`config.mk`:
```
export PLATFORM = sky130hd
export DESIGN_NAME = mem8x8_row_reader
export DESIGN_NICKNAME = d
export VERILOG_FILES = /design/src/rtl/mem8x8_row_reader_pkg.sv /design/src/rtl/mem8x8_row_reader_mux.sv /design/src/rtl/mem8x8_row_reader.sv
export SDC_FILE = /design/constraint.sdc
export NUM_CORES = 1
export LEC_CHECK = 0
export ABC_AREA = 1
export ABC_CLOCK_PERIOD_IN_PS = 3540
export BUFFER_PORTS_ARGS = -buffer_cell sky130_fd_sc_hd__buf_4
export CAP_MARGIN = 20
export CELL_PAD_IN_SITES_DETAIL_PLACEMENT = 0
export CELL_PAD_IN_SITES_GLOBAL_PLACEMENT = 1
export CORE_MARGIN = 2
export CORE_UTILIZATION = 32
export DETAILED_ROUTE_END_ITERATION = 10
export PLACE_DENSITY_LB_ADDON = 0.1
export SLEW_MARGIN = 40
export SYNTH_ARGS = -nofsm -noshare
export SYNTH_HDL_FRONTEND = slang
export SYNTH_SLANG_ARGS = --single-unit
```
`constraint.sdc`:
```
create_clock -name clk -period 3.54 [get_ports clk]
set_input_delay 1.062 -clock clk [delete_from_list [all_inputs] [get_ports clk]]
set_output_delay 1.062 -clock clk [all_outputs]
set_load 0.01 [all_outputs]
```
`src/rtl/mem8x8_row_reader_pkg.sv`:
```
// ============================================================================
// mem8x8_row_reader_pkg : shared geometry, FSM states and address helpers
// Revision: 1.0
// ============================================================================
`default_nettype none

package mem8x8_row_reader_pkg;

  localparam int MEM_ROWS   = 8;
  localparam int MEM_ADDR_W = 3;
  localparam int MEM_WIDTH  = 8;

  typedef enum logic [1:0] {
    IDLE   = 2'd0,
    STREAM = 2'd1,
    DONE   = 2'd2
  } state_t;

  // addr[0] is the MSB of the row index; the mapping is a bit reversal,
  // so the same function converts in both directions.
  function automatic logic [MEM_ADDR_W-1:0] addr_to_idx(input logic [MEM_ADDR_W-1:0] a);
    return {a[0], a[1], a[2]};
  endfunction

  function automatic logic [MEM_ADDR_W-1:0] idx_to_addr(input logic [MEM_ADDR_W-1:0] i);
    return {i[0], i[1], i[2]};
  endfunction

endpackage

`default_nettype wire

```
`src/rtl/mem8x8_row_reader_mux.sv`:
```
// ============================================================================
// mux8to1word : combinational 8:1 word selector, write-demux address order
// Revision: 1.0
// ============================================================================
`default_nettype none

module mux8to1word
  import mem8x8_row_reader_pkg::*;
#(
  parameter int WIDTH = MEM_WIDTH
) (
  input  logic [MEM_ROWS*WIDTH-1:0] rows,
  input  logic [MEM_ADDR_W-1:0]     sel,
  output logic [WIDTH-1:0]          word
);

  logic [MEM_ADDR_W-1:0] idx;

  assign idx  = addr_to_idx(sel);
  assign word = rows[idx*WIDTH +: WIDTH];

endmodule

`default_nettype wire

```
`src/rtl/mem8x8_row_reader.sv`:
```
// ============================================================================
// mem8x8_row_reader : burst read sequencer streaming rows with valid/ready
// Revision: 1.0
// ============================================================================
`default_nettype none

module mem8x8_row_reader
  import mem8x8_row_reader_pkg::*;
#(
  parameter int WIDTH = MEM_WIDTH
) (
  input  logic                    clk,
  input  logic                    rst_n,
  input  logic [MEM_ROWS*WIDTH-1:0] mem_rows,
  input  logic                    start,
  input  logic [MEM_ADDR_W-1:0]   start_addr,
  input  logic [MEM_ADDR_W-1:0]   burst_len,
  input  logic                    out_ready,
  output logic                    busy,
  output logic                    rd_valid,
  output logic [WIDTH-1:0]        rd_data,
  output logic [MEM_ADDR_W-1:0]   rd_addr,
  output logic                    done
);

  state_t                state, state_nxt;
  logic [MEM_ADDR_W:0]   remaining;
  logic [MEM_ADDR_W-1:0] next_addr;
  logic [MEM_ADDR_W-1:0] sel;
  logic [WIDTH-1:0]      sel_word;
  logic                  handshake;
  logic                  take_start;
  logic                  load_word;

  assign handshake  = (state == STREAM) && out_ready;
  assign take_start = (state == IDLE) && start;
  assign load_word  = take_start || (handshake && (remaining > 4'd1));

  // Increment happens in index space, then maps back to address order.
  assign next_addr = idx_to_addr(addr_to_idx(rd_addr) + 3'd1);
  assign sel       = (state == IDLE) ? start_addr : next_addr;

  mux8to1word #(.WIDTH(WIDTH)) u_mux (
    .rows (mem_rows),
    .sel  (sel),
    .word (sel_word)
  );

  always_comb begin
    state_nxt = state;
    case (state)
      IDLE:    if (start) state_nxt = STREAM;
      STREAM:  if (out_ready && (remaining == 4'd1)) state_nxt = DONE;
      DONE:    state_nxt = IDLE;
      default: state_nxt = IDLE;
    endcase
  end

  always_ff @(posedge clk) begin
    if (!rst_n) begin
      state     <= IDLE;
      remaining <= '0;
      rd_addr   <= '0;
      rd_data   <= '0;
    end else begin
      state <= state_nxt;
      if (take_start)
        remaining <= (burst_len == 3'd0) ? 4'd8 : {1'b0, burst_len};
      else if (handshake)
        remaining <= remaining - 4'd1;
      if (load_word) begin
        rd_addr <= sel;
        rd_data <= sel_word;
      end
    end
  end

  assign busy     = (state != IDLE);
  assign rd_valid = (state == STREAM);
  assign done     = (state == DONE);

endmodule

`default_nettype wire

```
==> out/results.tsv <==
metric	value	unit
synth.avg_cell_area	5.73	sq um
ys.warnings.count	0	
die_w	78.3	um
synthFlopType	dfxtp_1	
min_path_cells	1	
dp_cells	457	
clk_pin_slew_worst_paths	0.08	ns
final_core_util	0.456	
slew_headroom	0.500	
ir_worst_vdd	190	uV
first_pass_iters	4	
crit_fanout	3	
dpl.hpwl	4.13	mm
critical_path_class	reg -> out	
start_kind	register	
layout_setup_ws	1.41	ns
yosysTopAreaCell	nand3_1	
synth_edf_count	0	
drcViolationCount	0	
drt_iter0_markers	73	
report.final.slew_viol_count	0	
initial_core_util	0.326	
core_area	5410	sq um
dp_slack	1.17	ns
insertion_delay	0.25	ns
nets	467	
rsz0062_at_grt	false	
synth_nets	385	
grt_pass1_vias	2049	
rrSetupSlack	1.59	ns
instances_no_fill	461	
io_buffer_count	87	
synth_area_leaders	nand3_1 21%, dfxtp_1 19%, nand2_1 18%	
grt_use_total	0.178	
timing.final.crit_share	0.603	
fmax	0.469	GHz
synth_seq_area_share	0.193	
leakage	1.48	nW
vias_per_cell	4.55	
antenna_found_initial	0	
period_minus_slack	2.13	ns
clock_sinks	17	
cts-root-buf	clkbuf_8	
pin_count	88	
dieArea	6120	sq um
synth.cell_area	1760	sq um
fin_setup_tns	0	ns
cap_viol_max_count	0	
holdCritStartpoint	remaining[0]	
vias	2098	
worstMarginPinSlew	0.749	ns
grt_max_degree	22	
yosysTopAreaCellShare	0.210	
skew	0.00476	ns
cts_hold_buf	0	
ys_ff_latch	17	
drive_gt1_frac	0.288	
timing.rr.end	rd_data[5]	
cts_tree	yes	
postRouteAntennaNets	0	
cts_made_buffers	3	
outcome	finished clean	
p_per_area	310	nW/um^2
syn_inst	308	
post-synth-top-count-cell	nand2_1	
end_kind	output pin	
arrival	1.07	ns
finalWeightedCongestion	0.791	
wire_per_inst	11.8	um
cts_max_level	1	
worstPathRequired	2.48	ns
synth_common_cells	86 x nand2_1, 74 x nand3_1, 70 x inv_1	
ys_types	28	
clock_path_buffers	2	
rr_worst_depth	8	
hold_path.class	reg -> reg	
diodes	0	
die_h	78.3	um
hold_viol_final	0	
fp-row-count	27	
syn_to_final_growth	39.8	%
timing.hold.ws	0.502	ns
setup_violations	0	
grt_pass1_wl	8.96	mm
grt_overflow_total	0	
drt-total-wl	5.43	mm
holdPathEnd	remaining[0]	
r2r-start	rd_addr[2]	
post_cts_buffers	0	
cts_resized	0	
synth-async-reset-ratio	0	
-- stage by stage --
| stage | total power (W) | instance area [sq um] |
|---|---|---|
| floorplan | 0.000489 | 1760 |
| global placement | 0.000620 | 2420 |
| detailed placement | 0.000620 | 2420 |
| CTS | 0.000776 | 2470 |
| global route | 0.000834 | 2470 |
| finish | 0.000765 | 2470 |
-- state kept, by name (all words and copies together) (netlist names) --
name and count:
rd_data 8, remaining 4, rd_addr 3, state 2
-- kinds of logic (layout without fill, tap and decap cells) --
family / count (synthesis) / in the layout / share of synthesized area
fa+ha+maj: 3 / 3 / 0.0213
xor+xnor: 1 / 1 / 0.00497
compound gates: 20 / 20 / 0.0716
simple gates: 183 / 183 / 0.499
buf+inv: 84 / 165 / 0.211
flops: 17 / 17 / 0.193
-- metal layers --
layer	vias to the layer above	routed length, um	global-route usage
li1	1109	-	-
met1	926	2380	0.222
met2	59	2640	0.322
met3	4	369	0.0299
met4	0	42	0.0386
met5	-	0	0
-- critical path, cell delays in order (launching register included) --
cell	delay, ns
dfxtp_1	0.39
inv_2	0.09
nand2_1	0.13
inv_1	0.07
buf_4	0.14
-- cell type report --
cell class	instances	area, sq um
clock inverter	1	7.51
timing repair buffer	87	653
multi-input combinational	207	1050
inverter	74	282
fill	625	2940
clock buffer	3	41.3
tap	72	90.1
sequential	17	340
-- report_power, final --
part | internal [W] | total (W) | switching (W)
Clock | 0.0000792 | 0.000153 | 0.0000734
Combinational | 0.000165 | 0.000378 | 0.000213
Sequential | 0.000215 | 0.000234 | 0.0000190
-- how the worst max path moves through the flow --
stage	start	end	slack (ns)	cells after the start
after CTS	state[1]	rd_valid	1.39	4
after global placement	start_addr[2]	rd_data[2]	1.19	11
after detailed placement	start_addr[2]	rd_data[2]	1.17	11
final	state[1]	rd_valid	1.41	4
after global routing	start_addr[2]	rd_data[2]	1.30	11
after floorplan	start_addr[2]	rd_data[4]	1.66	11
-- layout by cell type (no fill, tap or decap) --
cell	instances
o21ai_0	7
buf_4	87
or2_1	1
nor2_2	1
clkbuf_8	3
inv_1	70
o21ai_2	1
nand2_1	86
clkinvlp_4	1
o21ai_4	1
nor3_1	2
o211ai_1	2
dfxtp_1	17
nand2_8	1
inv_2	2
nand2_2	6
ha_1	3
clkinv_2	1
nor2_4	1
nor2_1	5
a31oi_1	1
nand3_1	74
nand2_4	5
inv_4	1
a21oi_1	6
a211oi_1	2
nor2_8	1
xor2_1	1
Note: power is estimated with default switching activity, not from simulation.
